File: config.mk
export PLATFORM = sky130hd
export DESIGN_NAME = sram_like_bridge_wb
export DESIGN_NICKNAME = d
export VERILOG_FILES = /design/src/rtl/sram_like_pkg.sv /design/src/rtl/sram_like_bridge_wb_wbuf_fifo.sv /design/src/rtl/sram_like_bridge_wb.sv
export SDC_FILE = /design/constraint.sdc
export NUM_CORES = 1
export LEC_CHECK = 0
export CAP_MARGIN = 20
export CORE_MARGIN = 4
export CORE_UTILIZATION = 50
export DETAILED_ROUTE_END_ITERATION = 8
export GPL_ROUTABILITY_DRIVEN = 0
export GPL_TIMING_DRIVEN = 0
export PLACE_DENSITY = 0.81
export SETUP_SLACK_MARGIN = 0.05
export SYNTH_ARGS = -nofsm -noshare
export SYNTH_HDL_FRONTEND = slang
export SYNTH_HIERARCHICAL = 1
export SYNTH_SLANG_ARGS = --single-unit
File: constraint.sdc
create_clock -name clk -period 4.77 [get_ports clk]
set_input_delay 0.7155 -clock clk [delete_from_list [all_inputs] [get_ports clk]]
set_output_delay 0.7155 -clock clk [all_outputs]
set_load 0.02 [all_outputs]
File: src/rtl/sram_like_pkg.sv
// Shared definitions for the SRAM-like bridges: transfer sizes, bus FSM
// encoding and the byte-strobe decode used to derive size and low address bits.
package sram_like_pkg;

    localparam logic [1:0] SIZE_BYTE = 2'd0;
    localparam logic [1:0] SIZE_HALF = 2'd1;
    localparam logic [1:0] SIZE_WORD = 2'd2;

    typedef enum logic [1:0] {
        ST_IDLE = 2'd0,
        ST_ADDR = 2'd1,
        ST_DATA = 2'd2
    } bus_state_t;

    // Returns {size, addr_lo}; illegal patterns fall back to a word at offset 0.
    function automatic logic [3:0] wen_decode(input logic [3:0] wen);
        logic [3:0] res;
        case (wen)
            4'b0001: res = {SIZE_BYTE, 2'd0};
            4'b0010: res = {SIZE_BYTE, 2'd1};
            4'b0100: res = {SIZE_BYTE, 2'd2};
            4'b1000: res = {SIZE_BYTE, 2'd3};
            4'b0011: res = {SIZE_HALF, 2'd0};
            4'b1100: res = {SIZE_HALF, 2'd2};
            4'b1111: res = {SIZE_WORD, 2'd0};
            default: res = {SIZE_WORD, 2'd0};
        endcase
        return res;
    endfunction

    function automatic logic wen_legal(input logic [3:0] wen);
        return wen inside {4'b0001, 4'b0010, 4'b0100, 4'b1000,
                           4'b0011, 4'b1100, 4'b1111};
    endfunction

endpackage

File: src/rtl/sram_like_bridge_wb_wbuf_fifo.sv
// Posted-write FIFO for the bridge; full/empty come from the registered count,
// so a pop frees space only from the following cycle.
module wbuf_fifo #(
    parameter int DEPTH = 4,
    parameter int WIDTH = 66
) (
    input  logic             clk,
    input  logic             rst,
    input  logic             push,
    input  logic [WIDTH-1:0] push_data,
    input  logic             pop,
    output logic             full,
    output logic             empty,
    output logic [WIDTH-1:0] head
);

    localparam int PTR_W = (DEPTH > 1) ? $clog2(DEPTH) : 1;
    localparam int CNT_W = $clog2(DEPTH) + 1;

    logic [WIDTH-1:0] mem [DEPTH];
    logic [PTR_W-1:0] wr_ptr;
    logic [PTR_W-1:0] rd_ptr;
    logic [CNT_W-1:0] count;
    logic             push_ok;
    logic             pop_ok;

    assign push_ok = push & ~full;
    assign pop_ok  = pop & ~empty;
    assign full    = (count == CNT_W'(DEPTH));
    assign empty   = (count == '0);
    assign head    = mem[rd_ptr];

    always_ff @(posedge clk) begin
        if (rst) begin
            wr_ptr <= '0;
            rd_ptr <= '0;
            count  <= '0;
        end else begin
            if (push_ok)
                wr_ptr <= (wr_ptr == PTR_W'(DEPTH - 1)) ? '0 : wr_ptr + 1'b1;
            if (pop_ok)
                rd_ptr <= (rd_ptr == PTR_W'(DEPTH - 1)) ? '0 : rd_ptr + 1'b1;
            count <= count + CNT_W'(push_ok) - CNT_W'(pop_ok);
        end
    end

    always_ff @(posedge clk) begin
        if (push_ok)
            mem[wr_ptr] <= push_data;
    end

endmodule

File: src/rtl/sram_like_bridge_wb.sv
// Datapath memory port to SRAM-like bus bridge with an optional posted-write
// buffer; one outstanding bus transfer, buffered stores drain before loads.
module sram_like_bridge_wb
    import sram_like_pkg::*;
#(
    parameter int ADDR_W     = 32,
    parameter int WBUF_DEPTH = 4,
    parameter int READ_ONLY  = 0
) (
    input  logic              clk,
    input  logic              rst,
    input  logic              cpu_en,
    input  logic [3:0]        cpu_wen,
    input  logic [1:0]        cpu_rsize,
    input  logic [ADDR_W-1:0] cpu_addr,
    input  logic [31:0]       cpu_wdata,
    output logic [31:0]       cpu_rdata,
    output logic              cpu_stall,
    input  logic              longest_stall,
    output logic              req,
    output logic              wr,
    output logic [1:0]        size,
    output logic [ADDR_W-1:0] addr,
    output logic [31:0]       wdata,
    input  logic              addr_ok,
    input  logic              data_ok,
    input  logic [31:0]       rdata
);

    localparam logic HAS_BUF = (WBUF_DEPTH > 0) && (READ_ONLY == 0);
    localparam int   ENTRY_W = ADDR_W + 2 + 32;

    bus_state_t        state_q, state_d;
    logic              done_q, done_d;
    logic              cur_cpu_q, cur_cpu_d;
    logic              req_d, wr_d;
    logic [1:0]        size_d;
    logic [ADDR_W-1:0] addr_d;
    logic [31:0]       wdata_d;
    logic [31:0]       cpu_rdata_d;

    logic              is_store, is_load, cpu_direct;
    logic [3:0]        st_dec;
    logic [ADDR_W-1:0] st_addr;
    logic              buf_push, buf_pop, buf_full, buf_empty;
    logic [ENTRY_W-1:0] push_data, buf_head;

    assign is_store   = (READ_ONLY == 0) && (cpu_wen != 4'b0000);
    assign is_load    = ~is_store;
    assign st_dec     = wen_decode(cpu_wen);
    assign st_addr    = {cpu_addr[ADDR_W-1:2], st_dec[1:0]};
    assign push_data  = {st_addr, st_dec[3:2], cpu_wdata};
    // Loads, and stores when there is no buffer, go straight to the bus.
    assign cpu_direct = cpu_en & ~done_q & (is_load | (is_store & ~HAS_BUF));
    assign cpu_stall  = cpu_en & ~done_q & (is_load | (is_store & buf_full));

    generate
        if (HAS_BUF) begin : g_wbuf
            wbuf_fifo #(
                .DEPTH(WBUF_DEPTH),
                .WIDTH(ENTRY_W)
            ) u_wbuf (
                .clk      (clk),
                .rst      (rst),
                .push     (buf_push),
                .push_data(push_data),
                .pop      (buf_pop),
                .full     (buf_full),
                .empty    (buf_empty),
                .head     (buf_head)
            );
        end else begin : g_nobuf
            assign buf_full  = (READ_ONLY == 0);
            assign buf_empty = 1'b1;
            assign buf_head  = '0;
        end
    endgenerate

    always_ff @(posedge clk) begin
        if (rst) begin
            state_q   <= ST_IDLE;
            done_q    <= 1'b0;
            cur_cpu_q <= 1'b0;
            req       <= 1'b0;
            wr        <= 1'b0;
            size      <= SIZE_BYTE;
            addr      <= '0;
            wdata     <= '0;
            cpu_rdata <= '0;
        end else begin
            state_q   <= state_d;
            done_q    <= done_d;
            cur_cpu_q <= cur_cpu_d;
            req       <= req_d;
            wr        <= wr_d;
            size      <= size_d;
            addr      <= addr_d;
            wdata     <= wdata_d;
            cpu_rdata <= cpu_rdata_d;
        end
    end

    always_comb begin
        state_d = state_q;
        case (state_q)
            ST_IDLE: if (~buf_empty | cpu_direct) state_d = ST_ADDR;
            ST_ADDR: if (addr_ok) state_d = ST_DATA;
            ST_DATA: if (data_ok) state_d = ST_IDLE;
            default: state_d = ST_IDLE;
        endcase
    end

    // A finished access stays done while the pipeline is stalled, so it is
    // never re-issued or re-pushed before the datapath moves on.
    always_comb begin
        req_d       = req;
        wr_d        = wr;
        size_d      = size;
        addr_d      = addr;
        wdata_d     = wdata;
        cur_cpu_d   = cur_cpu_q;
        cpu_rdata_d = cpu_rdata;
        done_d      = done_q & longest_stall;
        buf_push    = 1'b0;
        buf_pop     = 1'b0;
        case (state_q)
            ST_IDLE: begin
                if (~buf_empty) begin
                    req_d     = 1'b1;
                    wr_d      = 1'b1;
                    addr_d    = buf_head[ENTRY_W-1 -: ADDR_W];
                    size_d    = buf_head[33:32];
                    wdata_d   = buf_head[31:0];
                    cur_cpu_d = 1'b0;
                end else if (cpu_direct) begin
                    req_d     = 1'b1;
                    wr_d      = is_store;
                    addr_d    = is_store ? st_addr : cpu_addr;
                    size_d    = is_store ? st_dec[3:2] : cpu_rsize;
                    wdata_d   = cpu_wdata;
                    cur_cpu_d = 1'b1;
                end
            end
            ST_ADDR: begin
                if (addr_ok)
                    req_d = 1'b0;
            end
            ST_DATA: begin
                if (data_ok) begin
                    if (cur_cpu_q) begin
                        done_d = 1'b1;
                        if (~wr)
                            cpu_rdata_d = rdata;
                    end else begin
                        buf_pop = 1'b1;
                    end
                end
            end
            default: ;
        endcase
        if (HAS_BUF && cpu_en && is_store && !buf_full && !done_q) begin
            buf_push = 1'b1;
            done_d   = longest_stall;
        end
    end

    a_data_ok_only_in_data: assert property (@(posedge clk) disable iff (rst)
        data_ok |-> (state_q == ST_DATA));

    a_legal_strobe: assert property (@(posedge clk) disable iff (rst)
        (cpu_en && is_store) |-> wen_legal(cpu_wen));

endmodule
---- Yosys cells after proc, flatten, opt, wreduce, memory -nomap -nowiden ----
Memories as Yosys holds them, arrays and structs flattened. A register that Yosys moved wholly into a read port is not among the register bits.
Cells that the tools add are included.
storage, ports and cells
  bits in registers ....................... 111
  latch bits .............................. 0
  bits in writable memories ............... 264
  ROM bits ................................ 0
  input port bits ......................... 108
  output and inout port bits .............. 101
  logic and storage cells ................. 94
  memories ................................ 1
memories
  memory             words  width  rd ports  clocked after memory_dff  write ports  line                                 text
  g_wbuf.u_wbuf.mem  4      66     1         1                         1            sram_like_bridge_wb_wbuf_fifo.sv:20  logic [WIDTH-1:0] mem [DEPTH];
operators by class
  add/subtract/negate cells ............... 4
  $mul .................................... 0
  div/mod/pow operators ................... 0
  $lt $le $gt $ge ......................... 0
  equality and inequality tests ........... 16
  shift-type cells ........................ 0
  muxes and demuxes ....................... 34
  bitwise logic cells ..................... 14
  reductions and logical operators ........ 13
operators by type and width
  cell                   count
  $mux W32               4
  $pmux W4 S6            1
  $mux W2                11
  $mux W1                16
  $eq A4 B2 Y1 const B   2
  $eq A4 B4 Y1 const B   2
  $ne A2 B2 Y1 const B   4
  $and A1 B1 Y1          7
  $eq A2 B2 Y1 const B   3
  $pmux W2 S3            1
  $reduce_and A3 Y1      2
  $not A1 Y1             5
  $add A2 B1 Y2 const B  2
  $eq A4 B1 Y1 const B   1
  $eq A4 B3 Y1 const B   1
  $reduce_and A4 Y1      1
  $reduce_bool A4 Y1     1
  $add A3 B1 Y3          1
  $eq A3 B3 Y1 const B   1
  $logic_and A1 B1 Y1    3
  $logic_not A3 Y1       1
  $ne A3 B3 Y1 const B   1
  $sub A3 B1 Y3          1
  $eq A2 B1 Y1 const B   1
  other kinds (6)        8

---- Depth between registers and ports, before layout ----
Gate-level depths: netlist of the first run.
  depth in word-level cells ............... 8
  gate-level depth with buffers ........... 13
  gate-level depth less buffers ........... 12

---- Cells and area by module ----
The synthesis of the first run kept the hierarchy.
by module, submodules not included
  module               instances  cells each  area an instance (um2)  sequential area each (um2)
  wbuf_fifo            1          394         10000.8                 8107.8
  sram_like_bridge_wb  1          513         4914.7                  2082.0

---- Least setup slack after synthesis of the first run ----
OpenSTA, ideal clock, no wires.
  path kind ............................... input port to flip-flop
  from .................................... input port cpu_wen[2]
  to ...................................... register g_wbuf.u_wbuf.count[2]
  setup time .............................. 0.115 ns
  arrival time ............................ 3.051 ns
  data required time ...................... 4.655 ns
  slack ................................... 1.605 ns
  stages on the path ...................... 13
  path buffers ............................ 2
  cell sequence ........................... buf_2 nor4_2 buf_2 nor3_1 and2_4 inv_1 ha_1 inv_1 ha_1 fa_1 xnor2_1 xnor2_1 nor2_1
between the ends
  longest elaborated chain between the ends .. 8
ends and longest elaborated chain
  what                              line                                 text
  start: declaration                sram_like_bridge_wb.sv:13            input logic [3:0] cpu_wen,
  $reduce_bool A4 Y1                sram_like_bridge_wb.sv:48            assign is_store = (READ_ONLY == 0) && (cpu_wen != 4'b0000);
  $logic_and A1 B1 Y1 (3 in a row)  sram_like_bridge_wb.sv:161           if (HAS_BUF && cpu_en && is_store && !buf_full && !done_q) begin
  $mux W1                           sram_like_bridge_wb.sv:161
  via buf_push                      sram_like_bridge_wb.sv:45            logic buf_push, buf_pop, buf_full, buf_empty;
  $and A1 B1 Y1                     sram_like_bridge_wb_wbuf_fifo.sv:27  assign push_ok = push & ~full;
  $add A3 B1 Y3                     sram_like_bridge_wb_wbuf_fifo.sv:43  count <= count + CNT_W'(push_ok) - CNT_W'(pop_ok);
  $sub A3 B1 Y3                     sram_like_bridge_wb_wbuf_fifo.sv:43
  end signal: assignment            sram_like_bridge_wb_wbuf_fifo.sv:43
  end: declaration                  sram_like_bridge_wb_wbuf_fifo.sv:23  logic [CNT_W-1:0] count;
The timed path passes the listed nets, and every way through them passes these cells.
A chain may end at the register's enable or synchronous reset.

---- Worst setup path after layout of the first run ----
  from .................................... input port cpu_wen[1]
  to ...................................... register g_wbuf.u_wbuf.count[2]
Same word-level chain as after synthesis.

==> metrics.yaml, run 1 <==
fmax_mhz: 270.0
fin_total_pwr_mw: 10.72
yosys_warnings: 6
tns_ps: 0
syn-cell-area_mm2: 0.01492
clkTransAtPathRegs_ps: 50
worst-endpoint-required_ps: 5150
synth-seq-cells: 377
seqPwrFrac_pct: 39.5
clockBufferDepth: 3
syn_nets: 1023
min_period_ps: 3704
status: "completed"
crit_start: "cpu_wen[1]"
grt_antenna_before_repair: 2
setup_slack_ps: 1066
power_switching_mw: 3.321
post-route-period-util_pct: 77.64
cp_max_fo: 10
setup_viol: 0
worst_slew_pin_slew_ps: 877.0
multi_input_area_mm2: 0.004237
synth_top_flop_cell: "edfxtp_1"
vdd_drop_max_uv: 362.0
ys_top_cells_by_count: "edfxtp_1 (264), a211oi_1 (118), dfxtp_1 (113), mux4_2 (66), mux2i_1 (63)"
yosysTopAreaCell: "edfxtp_1"
rsz0062_at_grt: "false"
synthTopCellsByArea: "edfxtp_1 (53%), dfxtp_1 (15%), mux4_2 (10%), a211oi_1 (5.9%), mux2i_1 (4.2%)"
cts_buffers: 38
drt_first_pass_iters: 5
io_pins: 209
hold_ws_ps: 474.3
p_int_mw: 7.399
fin_skew_ps: 20.01
path_class: "input port to register"
wl_per_cell_um: 22.35
antenna_left: 0
synthArstFlopShare_pct: 0
htreeDepth: 2
powerDensity_mw_per_mm2: 566.2
placed_cell_area_mm2: 0.01759
seq_area_mm2: 0.01019
synth_top_area_share_pct: 53.15
synth_seq_area_share_pct: 68.32
grt_usage_pct: 21.28
design_area_mm2: 0.01893
n_antenna_cell: 0
end_kind: "register"
num_rows: 62
ys_types: 54
rrSetupSlack_ps: 2010
drt_iter0_drc: 753
leakagePower_nw: 6.330
drc: 0
synth_cells: 907
area_growth_pct: 26.94
cts-root-buf: "clkbuf_16"
core-area_mm2: 0.02909
synth_edf_count: 264
cts-resized-gates: 0
cts_hold_buf: 0
clock_latency_ps: 520
hold_start: "cpu_rdata[8]"
cts_tree: "yes"
preCtsSetupSlack_ps: 276.3
grt_pass1_vias: 9653
synth_most_common_cell: "edfxtp_1"
grt-ovfl-total: 0
hold_viol: 0
grt_pass1_wl_um: 54910
start_util_pct: 51.27
maxSlewHeadroom_pct: 41.53
die_h_um: 180.7
avgSynthCellArea_um2: 16.44
p_comb_share_pct: 31.1
p_clk_share_pct: 29.4
slew_viol_final: 0
crit_arrival_ps: 4080
rr_startpoint: "g_wbuf.u_wbuf/count[1]"
die_w_um: 180.7
fin_nets: 1275
fillers: 2006
grt_max_degree: 46
wirelength_um: 35160
hp-class: "register to register"
place_hpwl_um: 23030
maxCapViolCount: 0
p_sw_share_pct: 30.98
drive_above_1_share_pct: 15.56
critPathLaunchType: "input port"
clock-sinks: 377
via_per_inst: 5.846
num_vias: 9195
port_buffers: 206
postCtsSetupBuffers: 0
die-area_mm2: 0.03266
[worst max-delay path, cell delays in order]
cell	delay [ps]
clkdlybuf4s50_1	560
nor4_2	580
buf_4	280
buf_2	320
nor3_1	80
clkbuf_4	200
and2_4	160
inv_1	50
ha_1	120
inv_1	40
ha_1	190
fa_1	410
xnor2_1	190
xnor2_1	140
nor2_1	50
[sequential cells by signal (all words and copies together), names as in the netlist, 2 cells and up, named ones only]
register and cells:
g_wbuf.u_wbuf/mem 264, cpu_rdata 32, g_wbuf.u_wbuf/rd_ptr 2, g_wbuf.u_wbuf/count 3, size 2, wdata 32
state_q 2, addr 32, g_wbuf.u_wbuf/wr_ptr 2
[area by class of cell]
type                       instances  area share [%]
buffer                            82           2.425
clock buffer                      48           5.611
clock inverter                    22           1.441
inverter                          12          0.2379
multi-input combinational        436           22.38
sequential                       377           53.82
tap                              384           2.538
timing repair buffer             212           11.55
[logic make-up (layout without fill, tap and decap cells)]
group / Yosys count / after routing / share of synthesized area [%]
adder cells (fa/ha/maj): 8 / 8 / 0.7214
AND/OR/NAND/NOR: 78 / 78 / 3.028
multiplexers: 129 / 129 / 14.19
buffers and inverters: 94 / 376 / 3.381
flip-flops: 377 / 377 / 68.32
XOR/XNOR: 3 / 3 / 0.1762
AO/OA/AOI/OAI: 218 / 218 / 10.18
[cells in the final DEF, fill, tap and decap left out, drive strengths merged, types with 2 or more instances in the layout]
cell type / n
or3b: 2
dfxtp: 113
mux2i: 63
nand2: 5
and2: 2
buf: 49
nor3: 6
edfxtp: 264
nor4bb: 3
nand3: 34
clkbuf: 87
o31ai: 2
and3: 4
nor2: 9
o2111ai: 3
clkinv: 14
clkdlybuf4s50: 206
bufinv: 7
nor2b: 2
ha: 7
mux4: 66
o21ai: 34
a211oi: 126
inv: 12
a21oi: 41
o41ai: 3
or3: 2
xnor2: 2
[worst paths after layout]
path | to | cells past startpoint
setup / recovery | g_wbuf.u_wbuf/count[2] | 15
hold / removal | cpu_rdata[8] | 2
setup reg to reg | g_wbuf.u_wbuf/count[2] | 14
hold reg to reg | cpu_rdata[8] | 2
[power groups by stage]
stage | clock network (mW) | registers [mW] | logic (mW)
3_5_place_dp | 0 | 4.30 | 3.32
5_1_grt | 3.35 | 4.28 | 3.59
4_1_cts | 3.21 | 4.24 | 3.35
2_1_floorplan | 0 | 4.46 | 1.94
6_report | 3.15 | 4.24 | 3.33
3_3_place_gp | 0 | 4.30 | 3.20
[routing by layer]
layer  GRT usage [%]  vias up  share of wire (%)
met1           28.29     4602                 41
met4           5.566        4                2.3
met2           35.62      357                 49
met5               0        -              0.048
li1                -     4173                  -
met3           5.087       59                7.7
[through the flow]
stage	instances	utilization [%]
after global routing	1573	65.08
after detailed placement	1502	60.47
after floorplan	907	-
after global placement	1497	60.01
final	1573	65.08
after CTS	1572	65.06
(Power assumes the default switching activity.)
==> run 2, diff against run 1 <==
==> constraint.sdc (replaced) <==
create_clock -name clk -period 3.5 [get_ports clk]
set_input_delay 0.525 -clock clk [delete_from_list [all_inputs] [get_ports clk]]
set_output_delay 0.525 -clock clk [all_outputs]
set_load 0.02 [all_outputs]
==> run 2 against run 1 <==
Compared with the run above: die area stayed put; count of clock-buffer cells in the layout stayed put; utilization is 0.15 points higher; wire length is 0.86% higher; total power is 37% higher; first-iteration DRC count is 7.7% lower; cell area is 0.22% higher; final cell count is 0.19% higher; clock skew hardly changed; flip-flop and latch count stayed put.
==> metrics.yaml, run 2 (synthesized netlist as in run 1, its figures left out) <==
setup_viol: 0  # unchanged
rrSetupSlack_ps: 760  # was 2010 ps
hold_ws_ps: 474.3  # about the same
crit_start: "cpu_wen[1]"  # unchanged
path_class: "input port to register"  # unchanged
drc: 0  # unchanged
fin_total_pwr_mw: 14.65  # was 10.72 mW
cts_hold_buf: 0  # unchanged
p_int_mw: 10.09  # was 7.399 mW
fillers: 1998  # was 2006
cp_slowest_stage_delay_ps: 660  # was 580 ps
worst_slew_pin_slew_ps: 885.5  # was 877.0 ps
placed_cell_area_mm2: 0.01759  # unchanged
cts_buffers: 38  # unchanged
path_buf_inv: 5  # was 6
crit_arrival_ps: 3660  # was 4080 ps
grt_pass1_wl_um: 54850  # was 54910 um
fin_nets: 1278  # was 1275
powerDensity_mw_per_mm2: 771.9  # was 566.2 mW/mm2
clkTransAtPathRegs_ps: 50  # about the same
drt_first_pass_iters: 5  # unchanged
post-route-period-util_pct: 93.63
tns_ps: 0  # unchanged
grt_usage_pct: 21.26  # was 21.28%
cts_tree: "yes"  # unchanged
cp_max_fo: 10  # unchanged
critPathLaunchType: "input port"  # unchanged
port_buffers: 206  # unchanged
hp-class: "register to register"  # unchanged
wl_per_cell_um: 22.50  # was 22.35 um
leakagePower_nw: 6.349  # was 6.330 nW
wirelength_um: 35460  # was 35160 um
clockBufferDepth: 3  # unchanged
slew_viol_final: 0  # unchanged
final_util_pct: 65.23  # was 65.08%
preCtsSetupSlack_ps: -803.2  # was 276.3 ps
place_hpwl_um: 23030  # unchanged
r2r-end: "g_wbuf.u_wbuf/count[2]"  # unchanged
top_register: "g_wbuf.u_wbuf/mem"  # unchanged
area_growth_pct: 27.22  # was 26.94%
drive_above_1_share_pct: 15.86  # was 15.56%
p_clk_share_pct: 29.3  # was 29.4%
grt_pass1_vias: 9655  # was 9653
seqPwrFrac_pct: 39.5  # about the same
antenna_left: 0  # unchanged
worst-endpoint-required_ps: 3880  # was 5150 ps
final_cell_mix: "edfxtp_1 (264), clkdlybuf4s50_1 (206), a211oi_1 (118), dfxtp_1 (113), mux4_2 (66)"  # unchanged
min_period_ps: 3277
endpoint: "g_wbuf.u_wbuf/count[2]"  # unchanged
cp.depth: 14  # was 15
slowest_stage: "clkdlybuf4s50_1"  # was nor4_2
via_per_inst: 5.835  # was 5.846
io_pins: 209  # unchanged
die-area_mm2: 0.03266  # unchanged
htreeDepth: 2  # unchanged
clock-sinks: 377  # unchanged
drt_iter0_drc: 695  # was 753
status: "completed"  # unchanged
grt-ovfl-total: 0  # unchanged
hold_viol: 0  # unchanged
largest_reg_flops: 264  # unchanged
clock_latency_ps: 520  # about the same
die_w_um: 180.7  # unchanged
vdd_drop_max_uv: 491.4  # was 362.0 uV
num_vias: 9196  # was 9195
end_kind: "register"  # unchanged
die_h_um: 180.7  # unchanged
grt_max_degree: 46  # unchanged
n_antenna_cell: 0  # unchanged
fin_skew_ps: 19.65  # was 20.01 ps
core-area_mm2: 0.02909  # unchanged
final_common_cell: "edfxtp_1"  # unchanged
cpLargestDelayFamily: "buffers and inverters"  # unchanged
maxSlewHeadroom_pct: 40.97  # was 41.53%
maxCapViolCount: 0  # unchanged
rr_startpoint: "g_wbuf.u_wbuf/count[1]"  # unchanged
layoutNonFillerInstCount: 1576  # was 1573
grt_antenna_before_repair: 1  # was 2
worstPathCellList: "clkdlybuf4s50_1, nor4_4, buf_4, buf_2, nor3_4, and2_4, inv_1, ha_1, inv_1, ha_1, fa_1, xnor2_1, xnor2_1, nor2_1"  # was clkdlybuf4s50_1, nor4_2, buf_4, buf_2, nor3_1, clkbuf_4, and2_4, inv_1, ha_1, inv_1, ha_1, fa_1, xnor2_1, xnor2_1, nor2_1
rsz0062_at_grt: "false"  # unchanged
design_area_mm2: 0.01898  # was 0.01893 mm2
num_rows: 62  # unchanged
p_sw_share_pct: 31.09  # was 30.98%
start_util_pct: 51.27  # unchanged
placedCellCount: 1502  # unchanged
worst_r2r_path_depth: 13  # was 14
p_comb_share_pct: 31.2  # was 31.1%
fmax_mhz: 305.2
setup_slack_ps: 223.0  # was 1066 ps
cts-root-buf: "clkbuf_16"  # unchanged
power_switching_mw: 4.554  # was 3.321 mW
==> run 2: cell types whose count changed in the layout (fill, tap and decap cells not counted), sizes merged <==
| cell | delta |
|---|---|
| buf | +4 |
| clkbuf | -1 |
==> run 2: metal layers <==
metal	share of wire (%)	global-route usage, %	up-vias
met3	7.7	5.087	46
met2	49	35.60	352
met5	0.056	0	-
met1	41	28.21	4611
li1	-	-	4185
met4	1.9	5.656	2
==> run 2: worst min-delay path by stage <==
stage	from	endpoint	slack, ps	cells past startpoint
CTS	cpu_wen[3]	g_wbuf.u_wbuf/mem[0][35]	430	2
floorplan	g_wbuf.u_wbuf/rd_ptr[0]	register	460	2
global placement	req	req	450	2
global route	cpu_wen[3]	g_wbuf.u_wbuf/mem[0][35]	470	2
finish	cpu_rdata[17]	cpu_rdata[17]	470	2
detailed placement	req	req	460	2
==> run 2: tightest hold or removal path, stage by stage, from the launching register on <==
cell and delay (ps):
dfxtp_1 300, o21ai_0 60, a21oi_1 60
==> run 2: timing repair <==
item	CTS	global route
pin swaps	0	2
resized for setup	2	1
setup buffers	0	4
setup endpoints to repair	2	1
==> run 2: layout make-up <==
class	instances	area, um2	area share [%]
buffer	82	459.2	2.420
clock buffer	48	1062	5.598
clock inverter	22	272.8	1.437
inverter	12	45.04	0.2374
multi-input combinational	436	4257	22.43
sequential	377	10190	53.70
tap	384	480.5	2.532
timing repair buffer	215	2210	11.64
==> run 2: power groups by stage <==
stage / sequential [mW] / combinational [mW] / clock (mW)
floorplan: 6.08 / 2.65 / 0
global placement: 5.86 / 4.36 / 0
detailed placement: 5.86 / 4.53 / 0
CTS: 5.78 / 4.58 / 4.37
global route: 5.83 / 4.91 / 4.56
finish: 5.78 / 4.57 / 4.29
==> run 3, diff against run 2 <==
--- a/config.mk
+++ b/config.mk
@@ -6,11 +6,12 @@
 export NUM_CORES = 1
 export LEC_CHECK = 0
 export CAP_MARGIN = 20
-export CORE_MARGIN = 4
+export CORE_MARGIN = 2
 export CORE_UTILIZATION = 50
 export DETAILED_ROUTE_END_ITERATION = 8
 export GPL_ROUTABILITY_DRIVEN = 0
 export GPL_TIMING_DRIVEN = 0
+export HOLD_SLACK_MARGIN = 0.12
 export PLACE_DENSITY = 0.81
 export SETUP_SLACK_MARGIN = 0.05
 export SYNTH_ARGS = -nofsm -noshare
==> run 3 against run 2 <==
Compared with the run above: utilization shrank 1.5 points; critical path depth is 1 lower; non-clock buffer count is 3 lower; sequential share of layout area up 0.53 points; sequential power is essentially flat; combinational power is essentially flat.
==> metrics.yaml, run 3 (synthesized netlist as in run 1, its figures left out) <==
status: "completed"  # unchanged
core-area_mm2: 0.02948  # was 0.02909 mm2
leakagePower_nw: 6.259  # was 6.349 nW
rsz0062_at_grt: "false"  # unchanged
grt_antenna_before_repair: 1  # unchanged
worst_r2r_path_depth: 13  # unchanged
drt_iter0_drc: 685  # was 695
largest_reg_flops: 264  # unchanged
tns_ps: 0  # unchanged
num_rows: 63  # was 62
via_per_inst: 5.861  # was 5.835
hold_path_depth: 2  # unchanged
placedCellCount: 1507  # was 1502
grt_pass1_wl_um: 52830  # was 54850 um
powerDensity_mw_per_mm2: 751.1  # was 771.9 mW/mm2
rrSetupSlack_ps: 550  # was 760 ps
r2r-end: "g_wbuf.u_wbuf/count[2]"  # unchanged
clockBufferDepth: 3  # unchanged
wl_per_cell_um: 22.06  # was 22.50 um
cts_tree: "yes"  # unchanged
drive_above_1_share_pct: 15.49  # was 15.86%
port_buffers: 206  # unchanged
antenna_left: 0  # unchanged
hold_start: "req"  # was cpu_rdata[17]
cts_buffers: 38  # unchanged
hold_viol: 0  # unchanged
fin_skew_ps: 8.914  # was 19.65 ps
die_h_um: 176.7  # was 180.7 um
multi_input_area_mm2: 0.004250  # was 0.004257 mm2
worst_slew_pin_slew_ps: 881.6  # was 885.5 ps
fin_nets: 1275  # was 1278
path_class: "input port to register"  # unchanged
top_register: "g_wbuf.u_wbuf/mem"  # unchanged
grt_max_degree: 48  # was 46
wirelength_um: 34840  # was 35460 um
cts_hold_buf: 0  # unchanged
critPathLaunchType: "input port"  # unchanged
post-route-period-util_pct: 92.68  # was 93.63%
die_w_um: 176.7  # was 180.7 um
final_common_cell: "edfxtp_1"  # unchanged
grt-ovfl-total: 0  # unchanged
slew_viol_final: 0  # unchanged
fmax_mhz: 308.3  # was 305.2 MHz
holdPathEnd: "req"  # was cpu_rdata[17]
layoutNonFillerInstCount: 1579  # was 1576
cts-root-buf: "clkbuf_16"  # unchanged
start_util_pct: 50.59  # was 51.27%
worst-endpoint-required_ps: 3890  # was 3880 ps
die-area_mm2: 0.03123  # was 0.03266 mm2
fillers: 2094  # was 1998
crit_arrival_ps: 3630  # was 3660 ps
final_cell_mix: "edfxtp_1 (264), clkdlybuf4s50_1 (206), a211oi_1 (118), dfxtp_1 (113), mux4_2 (66)"  # unchanged
grt_usage_pct: 22.13  # was 21.26%
drt_first_pass_iters: 5  # unchanged
place_hpwl_um: 22360  # was 23030 um
clock_latency_ps: 510  # was 520 ps
setup_viol: 0  # unchanged
grt_pass1_vias: 9389  # was 9655
min_period_ps: 3244  # was 3277 ps
end_kind: "register"  # unchanged
clock-sinks: 377  # unchanged
io_pins: 209  # unchanged
vdd_drop_max_uv: 469.0  # was 491.4 uV
cp_max_fo: 10  # unchanged
hp-class: "register to register"  # unchanged
rr_startpoint: "g_wbuf.u_wbuf/count[1]"  # unchanged
htreeDepth: 2  # unchanged
clkTransAtPathRegs_ps: 60  # was 50 ps
placed_cell_area_mm2: 0.01758  # was 0.01759 mm2
seq_area_mm2: 0.01019  # unchanged
maxCapViolCount: 0  # unchanged
maxSlewHeadroom_pct: 41.23  # was 40.97%
num_vias: 9255  # was 9196
area_growth_pct: 25.98  # was 27.22%
drc: 0  # unchanged
design_area_mm2: 0.01879  # was 0.01898 mm2
-- run 3: changes by cell type in the layout (fill, tap and decap cells not counted), sizes merged --
cell / delta
clkbuf: +10
buf: -3
clkinvlp: -1
inv: +2
clkinv: -5
bufinv: -7
diode: +1
-- run 3: metrics by stage --
stage	hold slack (ps)	total power [mW]	worst slack, ps	utilization (%)
3_3_place_gp	447.0	10.22	-836.2	59.24
4_1_cts	456.6	14.21	218.8	63.68
6_report	453.4	14.11	256.1	63.74
3_5_place_dp	448.1	10.37	-634.9	59.64
5_1_grt	492.0	14.73	71.38	63.73
2_1_floorplan	455.9	8.731	525.3	-
-- run 3: layer usage --
layer / GRT usage, % / share of wire (%) / up-vias
li1: - / - / 4177
met1: 28.55 / 40 / 4620
met2: 37.63 / 50 / 390
met3: 4.338 / 7.2 / 68
met4: 7.541 / 2.9 / 0
met5: 0 / 0 / -
-- run 3: worst max path at each step --
stage | slack, ps | from | endpoint | cells past startpoint
after global placement | -840 | cpu_wen[1] | g_wbuf.u_wbuf/mem[0][9] | 5
after global routing | 70 | cpu_wen[1] | g_wbuf.u_wbuf/count[2] | 13
after detailed placement | -630 | cpu_wen[1] | g_wbuf.u_wbuf/count[2] | 13
after CTS | 220 | cpu_wen[1] | g_wbuf.u_wbuf/count[2] | 13
after floorplan | 530 | cpu_wen[2] | g_wbuf.u_wbuf/count[2] | 13
final | 260 | cpu_wen[1] | g_wbuf.u_wbuf/count[2] | 13
-- run 3: layout make-up --
class / count / area share [%]
tap: 390 / 2.597
inverter: 12 / 0.2397
timing repair buffer: 212 / 11.60
multi-input combinational: 436 / 22.62
sequential: 377 / 54.23
antenna: 1 / 0.01332
buffer: 82 / 2.444
clock inverter: 11 / 0.2930
clock buffer: 58 / 5.966
-- run 3: power by group --
| part | internal, mW | switching [mW] |
|---|---|---|
| combinational | 1.93 | 2.62 |
| clock | 2.21 | 1.58 |
| sequential | 5.49 | 0.285 |
-- run 3: repair_timing --
| item | CTS | global route |
|---|---|---|
| endpoints found under the setup margin | 2 | 1 |
| setup buffers | 0 | 2 |
| gates resized for setup | 2 | 0 |
| pin swaps | 0 | 1 |
-- run 3: worst max-delay path, cell delays in order --
cell             delay (ps)
clkdlybuf4s50_1         700
nor4_4                  110
buf_2                   250
nor3_2                  460
and2_4                  260
inv_1                    50
ha_1                    270
inv_1                    40
ha_1                    190
fa_1                    400
xnor2_1                 180
xnor2_1                 140
nor2_1                   50
